--- src/rtl/frontend_ftq_if.sv ---
// Handshake bundle between the fetch target queue and its neighbours.
//   master : the BPU/IFU/backend side (drives enqueue, fetch_ready, commit, flush)
//   slave  : the FTQ itself (drives enq_ready, fetch_*, count, commit_err)
// Signals:
//   flush                     backend flush, squashes every uncommitted entry
//   enq_valid / enq_ready     BPU prediction handshake
//   enq_pc, enq_npc           fetch block PC and predicted next PC
//   enq_slot_valid/_idx       predicted branch slot
//   fetch_valid / fetch_ready IFU handshake
//   fetch_pc, fetch_npc,
//   fetch_slot_valid/_idx     presented entry contents
//   fetch_idx                 FTQ index of the presented entry
//   commit_cnt                entries retired by the backend this cycle
//   count                     occupied entries
//   commit_err                sticky commit-overrun flag
interface frontend_ftq_if #(
    parameter int unsigned PLEN            = 32,
    parameter int unsigned DEPTH           = 8,
    parameter int unsigned INSTR_PER_FETCH = 4,
    parameter int unsigned COMMIT_W        = 2
);
    localparam int unsigned IDX_W  = $clog2(DEPTH);
    localparam int unsigned SLOT_W = $clog2(INSTR_PER_FETCH);
    localparam int unsigned CNT_W  = $clog2(COMMIT_W + 1);

    logic              flush;
    logic              enq_valid;
    logic              enq_ready;
    logic [PLEN-1:0]   enq_pc;
    logic [PLEN-1:0]   enq_npc;
    logic              enq_slot_valid;
    logic [SLOT_W-1:0] enq_slot_idx;
    logic              fetch_valid;
    logic              fetch_ready;
    logic [PLEN-1:0]   fetch_pc;
    logic [PLEN-1:0]   fetch_npc;
    logic              fetch_slot_valid;
    logic [SLOT_W-1:0] fetch_slot_idx;
    logic [IDX_W-1:0]  fetch_idx;
    logic [CNT_W-1:0]  commit_cnt;
    logic [IDX_W:0]    count;
    logic              commit_err;

    modport master (
        output flush, enq_valid, enq_pc, enq_npc, enq_slot_valid, enq_slot_idx,
               fetch_ready, commit_cnt,
        input  enq_ready, fetch_valid, fetch_pc, fetch_npc, fetch_slot_valid,
               fetch_slot_idx, fetch_idx, count, commit_err
    );

    modport slave (
        input  flush, enq_valid, enq_pc, enq_npc, enq_slot_valid, enq_slot_idx,
               fetch_ready, commit_cnt,
        output enq_ready, fetch_valid, fetch_pc, fetch_npc, fetch_slot_valid,
               fetch_slot_idx, fetch_idx, count, commit_err
    );
endinterface

--- src/rtl/frontend_ftq.sv ---
// Fetch target queue: decouples BPU predictions from IFU/ICache fetch. Entries
// stay allocated until the backend commits them so each in-flight block keeps
// a stable index. Three wrap-bit pointers: head (commit), ifu (fetch), tail
// (enqueue), with head <= ifu <= tail modulo 2^(IDX_W+1).
// Ports:
//   clk_i  clock
//   rst_i  asynchronous active-high reset
//   bus    frontend_ftq_if slave modport (enqueue, fetch, commit, flush, status)
module frontend_ftq #(
    parameter int unsigned PLEN            = 32,
    parameter int unsigned DEPTH           = 8,
    parameter int unsigned INSTR_PER_FETCH = 4,
    parameter int unsigned COMMIT_W        = 2
) (
    input  logic          clk_i,
    input  logic          rst_i,
    frontend_ftq_if.slave bus
);
    localparam int unsigned IDX_W  = $clog2(DEPTH);
    localparam int unsigned SLOT_W = $clog2(INSTR_PER_FETCH);
    localparam int unsigned PTR_W  = IDX_W + 1;

    typedef struct packed {
        logic [PLEN-1:0]   pc;
        logic [PLEN-1:0]   npc;
        logic              slot_valid;
        logic [SLOT_W-1:0] slot_idx;
    } entry_t;

    entry_t mem_q [DEPTH];

    logic [PTR_W-1:0] head_q, head_d;
    logic [PTR_W-1:0] ifu_q, ifu_d;
    logic [PTR_W-1:0] tail_q, tail_d;
    logic             err_q, err_d;

    logic [PTR_W-1:0] count;
    logic [PTR_W-1:0] in_flight;
    logic             full;
    logic             enq_fire;
    logic             fetch_fire;
    logic             overrun;
    entry_t           rd_entry;
    entry_t           wr_entry;

    assign count     = tail_q - head_q;
    assign in_flight = ifu_q - head_q;
    assign full      = (count == PTR_W'(DEPTH));

    // Handshake qualifiers depend only on registered state and flush.
    assign bus.enq_ready   = !full && !bus.flush;
    assign bus.fetch_valid = (ifu_q != tail_q) && !bus.flush;
    assign enq_fire        = bus.enq_valid && bus.enq_ready;
    assign fetch_fire      = bus.fetch_valid && bus.fetch_ready;

    assign rd_entry             = mem_q[ifu_q[IDX_W-1:0]];
    assign bus.fetch_pc         = rd_entry.pc;
    assign bus.fetch_npc        = rd_entry.npc;
    assign bus.fetch_slot_valid = rd_entry.slot_valid;
    assign bus.fetch_slot_idx   = rd_entry.slot_idx;
    assign bus.fetch_idx        = ifu_q[IDX_W-1:0];
    assign bus.count            = count;
    assign bus.commit_err       = err_q;

    assign wr_entry = '{pc:         bus.enq_pc,
                        npc:        bus.enq_npc,
                        slot_valid: bus.enq_slot_valid,
                        slot_idx:   bus.enq_slot_idx};

    // Committing past the fetch pointer (or an out-of-range count) clamps head
    // to ifu and latches the error flag.
    assign overrun = (32'(bus.commit_cnt) > COMMIT_W) ||
                     (32'(bus.commit_cnt) > 32'(in_flight));

    always_comb begin
        head_d = overrun ? ifu_q : head_q + PTR_W'(bus.commit_cnt);
        ifu_d  = ifu_q;
        tail_d = tail_q;
        err_d  = err_q | overrun;
        if (bus.flush) begin
            // Commit is applied first, then every uncommitted entry is dropped.
            ifu_d  = head_d;
            tail_d = head_d;
        end else begin
            if (fetch_fire) ifu_d = ifu_q + PTR_W'(1);
            if (enq_fire)   tail_d = tail_q + PTR_W'(1);
        end
    end

    always_ff @(posedge clk_i or posedge rst_i) begin
        if (rst_i) begin
            head_q <= '0;
            ifu_q  <= '0;
            tail_q <= '0;
            err_q  <= 1'b0;
        end else begin
            head_q <= head_d;
            ifu_q  <= ifu_d;
            tail_q <= tail_d;
            err_q  <= err_d;
        end
    end

    // Storage is not reset; occupancy is tracked entirely by the pointers.
    always_ff @(posedge clk_i) begin
        if (enq_fire) mem_q[tail_q[IDX_W-1:0]] <= wr_entry;
    end
endmodule

--- src/flat_wrapper.sv ---
// flat-port wrapper written by rule: the top's interface ports become plain ports
module frontend_ftq_flat 
#(
    parameter int unsigned PLEN            = 32,
    parameter int unsigned DEPTH           = 8,
    parameter int unsigned INSTR_PER_FETCH = 4,
    parameter int unsigned COMMIT_W        = 2
)
  (clk_i, rst_i, bus_flush, bus_enq_valid, bus_enq_pc, bus_enq_npc, bus_enq_slot_valid, bus_enq_slot_idx, bus_fetch_ready, bus_commit_cnt, bus_enq_ready, bus_fetch_valid, bus_fetch_pc, bus_fetch_npc, bus_fetch_slot_valid, bus_fetch_slot_idx, bus_fetch_idx, bus_count, bus_commit_err);
  frontend_ftq_if #(.PLEN(PLEN), .DEPTH(DEPTH), .INSTR_PER_FETCH(INSTR_PER_FETCH), .COMMIT_W(COMMIT_W)) bus_i ();
  input  logic clk_i;
  input  logic rst_i;
  input wire logic [$bits(bus_i.flush)-1:0] bus_flush;
  input wire logic [$bits(bus_i.enq_valid)-1:0] bus_enq_valid;
  input wire logic [$bits(bus_i.enq_pc)-1:0] bus_enq_pc;
  input wire logic [$bits(bus_i.enq_npc)-1:0] bus_enq_npc;
  input wire logic [$bits(bus_i.enq_slot_valid)-1:0] bus_enq_slot_valid;
  input wire logic [$bits(bus_i.enq_slot_idx)-1:0] bus_enq_slot_idx;
  input wire logic [$bits(bus_i.fetch_ready)-1:0] bus_fetch_ready;
  input wire logic [$bits(bus_i.commit_cnt)-1:0] bus_commit_cnt;
  output wire logic [$bits(bus_i.enq_ready)-1:0] bus_enq_ready;
  output wire logic [$bits(bus_i.fetch_valid)-1:0] bus_fetch_valid;
  output wire logic [$bits(bus_i.fetch_pc)-1:0] bus_fetch_pc;
  output wire logic [$bits(bus_i.fetch_npc)-1:0] bus_fetch_npc;
  output wire logic [$bits(bus_i.fetch_slot_valid)-1:0] bus_fetch_slot_valid;
  output wire logic [$bits(bus_i.fetch_slot_idx)-1:0] bus_fetch_slot_idx;
  output wire logic [$bits(bus_i.fetch_idx)-1:0] bus_fetch_idx;
  output wire logic [$bits(bus_i.count)-1:0] bus_count;
  output wire logic [$bits(bus_i.commit_err)-1:0] bus_commit_err;
  assign bus_i.flush = bus_flush;
  assign bus_i.enq_valid = bus_enq_valid;
  assign bus_i.enq_pc = bus_enq_pc;
  assign bus_i.enq_npc = bus_enq_npc;
  assign bus_i.enq_slot_valid = bus_enq_slot_valid;
  assign bus_i.enq_slot_idx = bus_enq_slot_idx;
  assign bus_i.fetch_ready = bus_fetch_ready;
  assign bus_i.commit_cnt = bus_commit_cnt;
  assign bus_enq_ready = bus_i.enq_ready;
  assign bus_fetch_valid = bus_i.fetch_valid;
  assign bus_fetch_pc = bus_i.fetch_pc;
  assign bus_fetch_npc = bus_i.fetch_npc;
  assign bus_fetch_slot_valid = bus_i.fetch_slot_valid;
  assign bus_fetch_slot_idx = bus_i.fetch_slot_idx;
  assign bus_fetch_idx = bus_i.fetch_idx;
  assign bus_count = bus_i.count;
  assign bus_commit_err = bus_i.commit_err;
  frontend_ftq #(.PLEN(PLEN), .DEPTH(DEPTH), .INSTR_PER_FETCH(INSTR_PER_FETCH), .COMMIT_W(COMMIT_W)) u_core (.clk_i(clk_i), .rst_i(rst_i), .bus(bus_i));
endmodule
--- config.mk ---
export PLATFORM = sky130hd
export DESIGN_NAME = frontend_ftq_flat
export DESIGN_NICKNAME = d
export VERILOG_FILES = /design/src/rtl/frontend_ftq_if.sv /design/src/rtl/frontend_ftq.sv /design/src/flat_wrapper.sv
export SDC_FILE = /design/constraint.sdc
export NUM_CORES = 1
export LEC_CHECK = 0
export BUFFER_PORTS_ARGS = -buffer_cell sky130_fd_sc_hd__buf_2
export CAP_MARGIN = 15
export CORE_UTILIZATION = 40
export CTS_BUF_LIST = sky130_fd_sc_hd__clkbuf_4 sky130_fd_sc_hd__clkbuf_8
export CTS_CLUSTER_SIZE = 20
export DETAILED_ROUTE_END_ITERATION = 8
export SYNTH_ARGS = -nofsm -noshare
export SYNTH_HDL_FRONTEND = slang
export SYNTH_SLANG_ARGS = --single-unit
--- constraint.sdc ---
create_clock -name clk_i -period 9.75 [get_ports clk_i]
set_input_delay 2.925 -clock clk_i [delete_from_list [all_inputs] [get_ports clk_i]]
set_output_delay 2.925 -clock clk_i [all_outputs]
set_load 0.02 [all_outputs]
==> metrics.log, run 1 <==
INFO  metric result_of_the_run = finished clean
INFO  metric synth_nets = 1000
INFO  metric critPathLaunchType = flop
INFO  metric total_negative_setup_slack = 0 ns
INFO  metric max_ir_drop_vdd = 144 uV
INFO  metric post-route-drc-count = 0
INFO  metric number_of_enable_type_register_cells_in_the_synthesized_netlist = 536
INFO  metric cts_sinks = 549
INFO  metric detail_route.iter0.violations = ~440
INFO  metric syn-mean-instance-area = 23.3 um2
INFO  metric antenna_left = 0
INFO  metric netSwitchingFraction = 0.323
INFO  metric slew_headroom = 0.255
INFO  metric crit_path_max_fanout = 50
INFO  metric global_route.overflow_total = 0
INFO  metric cp_data_arrival_time = ~3.6 ns
INFO  metric p_int = 4.93 mW
INFO  metric grt_pass1_wl = 63900 um
INFO  metric synth-seq-area-share = 0.772
INFO  metric fmax = 0.153 GHz
INFO  metric clk_transition_reported_paths = 0.06 ns
INFO  metric grt_max_degree = slightly above 60
INFO  metric synth-seq-cells = 549
INFO  metric dominant_register_cell_in_the_synthesized_netlist = edfxtp_1
INFO  metric final_core_util = 0.468
INFO  metric r2r.worst_path.cells = 9
INFO  metric grt_antenna_before_repair = 7
INFO  metric worst_clock_skew = 0.0179 ns
INFO  metric maxCapViolations = 0
INFO  metric finalSetupViolCount = 0
INFO  metric core-area = 52600 um2
INFO  metric dp_hpwl = 22000 um
INFO  metric initial_core_util = 0.405
INFO  metric final_nets = 1214
INFO  metric wl_per_cell = around 23 um
INFO  metric post-route-cell-area = 24600 um2
INFO  metric synth_cells = 911
INFO  metric max_slew.worst_pin.slew = 1.11 ns
INFO  metric yosys_warnings = 0
INFO  metric row_count = 84
INFO  metric timing.final.max_slew_violations = 0
INFO  metric cts_hold_buffers = 0
INFO  metric p_clk_frac = 0.259
INFO  metric timing.critical_path.required = 6.83 ns
INFO  metric netlist-cell-type-count = 44
INFO  metric first_global_vias = 10.2k
INFO  metric worstSetupStartpoint = u_core.ifu_q[0]$_DFFE_PP0P_
INFO  metric combined_global_route_utilization_of_all_metal_layers = 0.163
INFO  metric worst-r2r-setup-slack = approximately 5.3 ns
INFO  metric port_buffers = 150
INFO  metric criticalPathCategory = flop to output port
INFO  metric power-per-cell-area = 296 nW/um2
INFO  metric power.share.sequential = 0.414
INFO  metric r2r_end = u_core.mem_q[6][40]$_DFFE_PP_
INFO  metric fillers = between 4k and 5k
INFO  metric route.vias.total = 9751
INFO  metric wirelength = 43100 um
INFO  metric post-cts-setup-buffer-count = 0
INFO  metric worst_setup_path_end_kind = output port
INFO  metric numCtsBuffers = 91
INFO  metric power.combinational.fraction = 0.327
INFO  metric die_w = 233 um
INFO  metric hold_ws = ~0.48 ns
INFO  metric h_tree_levels = 3
INFO  metric area.sequential = 16400 um2
INFO  metric clock_latency = 0.65 ns
INFO  metric total_power = around 7.3 mW
INFO  metric switching_power = approximately 2.3 mW
INFO  metric fp.dieArea = 54100 um2
INFO  metric final_period_minus_worst_setup_slack = 6.54 ns
INFO  metric detailed_place.area = 22900 um2
INFO  metric async_reset_ff_frac = 0.0237
INFO  metric leakagePower = 8.17 nW
INFO  metric first_pass_iters = 4
INFO  metric report.final.hold_viol_count = 0
INFO  metric detail_route.vias_per_cell = ~5.2
INFO  metric cts.path.max_buffers = 3
INFO  metric drive_above_1_share = 0.443
INFO  metric syn2layout_area_growth = 15.6%
INFO  metric multi_input_comb_area = 4620 um2
INFO  metric tritoncts = yes
INFO  metric boundaryPins = 151
INFO  metric grt_setup_unrepaired = no
INFO  metric critPathCapture = bus_fetch_pc[1]
INFO  metric fp.dieH = 233 um
INFO  metric finalWeightedCongestion = roughly 0.72
INFO  metric cts_repair_resize_count = 0
INFO  metric clock_root_cell = clkbuf_8
INFO  metric post-route-period-util = 0.671
INFO  metric synthesis.area = ~21000 um2
INFO  metric r2r-start = u_core.tail_q[0]$_DFFE_PP0P_
INFO  metric worstHoldPathType = flop to flop
critical path, stage by stage (launching register included):
cell	delay (ns)
dfrtp_4	0.90
buf_4	0.89
mux4_2	0.61
mux2_2	0.30
buf_2	0.16
cell type report:
class                           instances  share of cell area
Multi-Input combinational cell        293               0.188
Clock buffer                          126              0.0626
Sequential cell                       549               0.668
Antenna cell                            2            0.000203
Inverter                               21             0.00320
Timing Repair Buffer                  169              0.0368
Tap cell                              688              0.0350
Clock inverter                         35             0.00636
logic make-up after synthesis:
logic type / Yosys count / share of synthesized area
AO/OA/AOI/OAI: 21 / 0.00859
XOR/XNOR: 15 / 0.00618
flip-flops: 549 / 0.772
buffers and inverters: 69 / 0.0136
AND/OR/NAND/NOR: 36 / 0.00983
adder cells (fa/ha/maj): 15 / 0.00988
multiplexers: 206 / 0.180
per-stage QoR:
step / cells / worst slack (ns)
2_1_floorplan: 911 / -1.27
3_3_place_gp: 1720 / 3.25
3_5_place_dp: 1720 / 3.24
4_1_cts: 1881 / 3.01
5_1_grt: 1881 / 2.88
6_report: 1883 / 3.21
synth_stat cells (2+ instances only):
cell type / instances / area, um2
a211oi_1: 3 / 22.5
a21boi_0: 2 / 15.0
a21o_1: 3 / 22.5
a21oi_1: 3 / 15.0
and2_1: 2 / 12.5
and3_1: 3 / 18.8
buf_1: 6 / 22.5
buf_2: 15 / 75.1
buf_4: 3 / 22.5
clkbuf_1: 24 / 90.1
dfrtp_1: 13 / 325
edfxtp_1: 536 / 16100
fa_1: 3 / 60.1
ha_1: 12 / 150
inv_1: 21 / 78.8
mux2_2: 68 / 766
mux2i_1: 4 / 40.0
mux4_2: 134 / 3020
nand2_1: 5 / 18.8
nand2b_1: 2 / 12.5
nand3_1: 3 / 15.0
nand4_1: 2 / 12.5
nor2_1: 5 / 18.8
nor3_1: 3 / 15.0
nor4_1: 2 / 12.5
nor4b_1: 3 / 26.3
xnor2_1: 10 / 87.6
xor2_1: 5 / 43.8
flip-flops by register name, summed over array words and instances, names as in the netlist:
name,flops
u_core.mem_q,536
u_core.head_q,4
u_core.ifu_q,4
u_core.tail_q,4
u_core.bus.commit_err,1
power groups by stage:
stage	logic [mW]	clock network [mW]	registers (mW)
4_1_cts	2.44	1.95	3.02
5_1_grt	2.58	2.06	3.04
2_1_floorplan	1.85	0	2.96
3_5_place_dp	2.43	0	3.07
3_3_place_gp	2.42	0	3.06
6_report	2.38	1.89	3.01
cells in the final DEF (no fill, tap or decap), types with 4 or more instances in the layout:
| master | instances |
|---|---|
| ha_1 | 12 |
| buf_4 | 18 |
| edfxtp_1 | 536 |
| clkbuf_4 | 31 |
| xnor2_1 | 10 |
| nand2_1 | 5 |
| mux4_2 | 134 |
| dfrtp_1 | 10 |
| mux2i_1 | 4 |
| clkinv_1 | 19 |
| buf_2 | 150 |
| xor2_1 | 5 |
| nor2_1 | 4 |
| clkinv_2 | 14 |
| clkbuf_8 | 95 |
| mux2_2 | 68 |
| inv_1 | 21 |
how the worst min path moves through the flow:
stage | from | cells past startpoint | end | slack, ns
after detailed placement | u_core.bus.commit_err$_DFF_PP0_ | 1 | u_core.bus.commit_err$_DFF_PP0_ | 0.49
final | u_core.bus.commit_err$_DFF_PP0_ | 1 | u_core.bus.commit_err$_DFF_PP0_ | 0.48
after CTS | u_core.bus.commit_err$_DFF_PP0_ | 1 | u_core.bus.commit_err$_DFF_PP0_ | 0.50
after floorplan | u_core.bus.commit_err$_DFF_PP0_ | 1 | u_core.bus.commit_err$_DFF_PP0_ | 0.58
after global placement | u_core.bus.commit_err$_DFF_PP0_ | 1 | u_core.bus.commit_err$_DFF_PP0_ | 0.44
after global routing | u_core.bus.commit_err$_DFF_PP0_ | 1 | u_core.bus.commit_err$_DFF_PP0_ | 0.51
per-layer routing:
metal | vias up | wire length (um) | share of wire | global-route usage
met5 | - | 75 | 0.0017 | 0
met2 | 223 | 20600 | 0.48 | 0.254
met1 | 5196 | 19300 | 0.45 | 0.220
met4 | 12 | 641 | 0.015 | 0.0554
li1 | 4267 | - | - | -
met3 | 53 | 2500 | 0.058 | 0.0456
Power figures use the tool's default switching activity.
==> inputs of run 2 (changes only) <==
clock period = 5.75 ns   (was 9.75 ns; I/O delays follow)
==> run 2 against run 1 <==
  * Combinational power increased by 74%
  * Global-route usage rose by 0.069 points
  * Clock power grew 72%
  * Wire length fell by 1.4%
  * Clock skew increased by 0.019 ns
  * Critical path depth unchanged
  * Final area increased by 0.87%
  * Core utilization grew 0.41 points
  * Largest cell class unchanged
  * Flip-flop and latch count stayed put
  * Count of clock-buffer cells in the layout is 16 lower
==> metrics.log, run 2 (synthesis results as in run 1) <==
INFO  metric report.final.hold_viol_count = 0
INFO  metric final_nets = about 1.2k
INFO  metric combined_global_route_utilization_of_all_metal_layers = 0.164
INFO  metric first_pass_iters = 6
INFO  metric most_common_cell_after_layout_fill_and_taps_aside = edfxtp_1
INFO  metric worstSetupStartpoint = u_core.ifu_q[0]$_DFFE_PP0P_
INFO  metric max_ir_drop_vdd = 507 uV
INFO  metric tritoncts = yes
INFO  metric fmax = about 0.20 GHz
INFO  metric die_w = 233 um
INFO  metric drive_above_1_share = 0.433
INFO  metric post-route-drc-count = 0
INFO  metric initial_core_util = 0.405
INFO  metric detail_route.vias_per_cell = 5.21
INFO  metric criticalPathCategory = flop to output port
INFO  metric wl_per_cell = 22.5 um
INFO  metric multi_input_comb_area = 4670 um2
INFO  metric power-per-cell-area = 504 nW/um2
INFO  metric post-route-period-util = 0.860
INFO  metric numCtsBuffers = 92
INFO  metric fp.dieArea = 54100 um2
INFO  metric result_of_the_run = finished clean
INFO  metric cts_repair_resize_count = 0
INFO  metric number_of_instances_in_the_placed_design = 1723
INFO  metric max_ffs_per_register = 536
INFO  metric post-place-ws = 1.37 ns
INFO  metric grt_setup_unrepaired = no
INFO  metric clk_transition_reported_paths = 0.07 ns
INFO  metric hold_path.startpoint = u_core.bus.commit_err$_DFF_PP0_
INFO  metric grt_antenna_before_repair = 6
INFO  metric cts.path.max_buffers = 3
INFO  metric area.sequential = approximately 16000 um2
INFO  metric timing.final.max_slew_violations = 0
INFO  metric row_count = between 80 and 90
INFO  metric final_core_util = 0.472
INFO  metric grt_max_degree = approximately 140
INFO  metric most-common-layout-cells = 536 x edfxtp_1, 150 x buf_2, 134 x mux4_2
INFO  metric core-area = 52600 um2
INFO  metric worst_setup_path_end_kind = output port
INFO  metric h_tree_levels = 3
INFO  metric port_buffers = 150
INFO  metric fillers = 4399
INFO  metric maxCapViolations = 0
INFO  metric slew_headroom = 0.296
INFO  metric boundaryPins = 151
INFO  metric finalWeightedCongestion = just over 0.7
INFO  metric leakagePower = 8.24 nW
INFO  metric worst_clock_skew = 0.0372 ns
INFO  metric route.vias.total = 9848
INFO  metric crit_path_max_fanout = 42
INFO  metric r2r-start = u_core.ifu_q[0]$_DFFE_PP0P_
INFO  metric cts_hold_buffers = 0
INFO  metric finalSetupViolCount = 0
INFO  metric post-cts-setup-buffer-count = 0
INFO  metric grt_pass1_wl = 64600 um
INFO  metric detail_route.iter0.violations = around 590
INFO  metric timing.critical_path.required = 4.03 ns
INFO  metric dp_hpwl = 22100 um
INFO  metric cp_data_arrival_time = 3.22 ns
INFO  metric worstHoldPathType = flop to flop
INFO  metric clock_root_cell = clkbuf_8
INFO  metric cts_sinks = 549
INFO  metric global_route.overflow_total = 0
INFO  metric max_slew.worst_pin.slew = 1.06 ns
INFO  metric first_global_vias = 10.4k
INFO  metric critPathLaunchType = flop
INFO  metric final_cell_count_no_fill = 1890
INFO  metric clock_latency = between 0.6 and 0.7 ns
INFO  metric total_negative_setup_slack = 0 ns
INFO  metric antenna_left = 0
INFO  metric fp.dieH = 233 um
INFO  metric final_period_minus_worst_setup_slack = 4.95 ns
INFO  metric post-route-worst-setup-slack = roughly 0.8 ns
INFO  metric wirelength = 42600 um
INFO  metric syn2layout_area_growth = 16.7%
run 2: routing by layer:
metal | up-vias | global-route usage | part of all wire | wire (um)
li1 | 4295 | - | - | -
met1 | 5247 | 0.225 | 0.45 | 19000
met2 | 230 | 0.257 | 0.49 | 20600
met3 | 70 | 0.0373 | 0.050 | 2120
met4 | 6 | 0.0576 | 0.019 | 805
met5 | - | 0 | 0.00070 | 30
run 2: final timing paths:
kind / end / slack, ns / depth (start not counted)
setup / recovery: bus_fetch_npc[31] / 0.80 / 4
hold / removal: u_core.bus.commit_err$_DFF_PP0_ / 0.46 / 1
setup reg to reg: u_core.ifu_q[0]$_DFFE_PP0P_ / 1.76 / 11
hold reg to reg: u_core.bus.commit_err$_DFF_PP0_ / 0.46 / 1
max in group asynchronous: u_core.ifu_q[0]$_DFFE_PP0P_ / 4.17 / 2
min in group asynchronous: u_core.head_q[0]$_DFF_PP0_ / 1.13 / 2
run 2: metrics by stage:
step	cell area [um2]	hold slack (ns)	total power, mW
finish	24800	0.458	12.5
global route	24800	0.488	13.2
CTS	24800	0.470	12.7
detailed placement	23100	0.455	9.42
global placement	23100	0.443	9.37
floorplan	21300	0.579	8.14
run 2: worst max-delay path, stage by stage, from the launching register on:
cell	delay [ns]
dfrtp_4	0.98
buf_4	0.53
mux4_2	0.56
mux2_2	0.29
buf_2	0.16
run 2: area by class of cell:
cell class / instances / area share
antenna: 2 / 0.000202
clock buffer: 110 / 0.0572
clock inverter: 55 / 0.0129
inverter: 21 / 0.00318
multi-input combinational: 293 / 0.188
sequential: 549 / 0.662
tap: 688 / 0.0347
timing repair buffer: 172 / 0.0415
run 2: where the power goes:
| group | switching [mW] | internal (mW) | leakage (nW) |
|---|---|---|---|
| Combinational | 2.24 | 1.90 | 2.34 |
| Sequential | 0.298 | 4.80 | 4.99 |
| Clock | 1.49 | 1.76 | 0.910 |
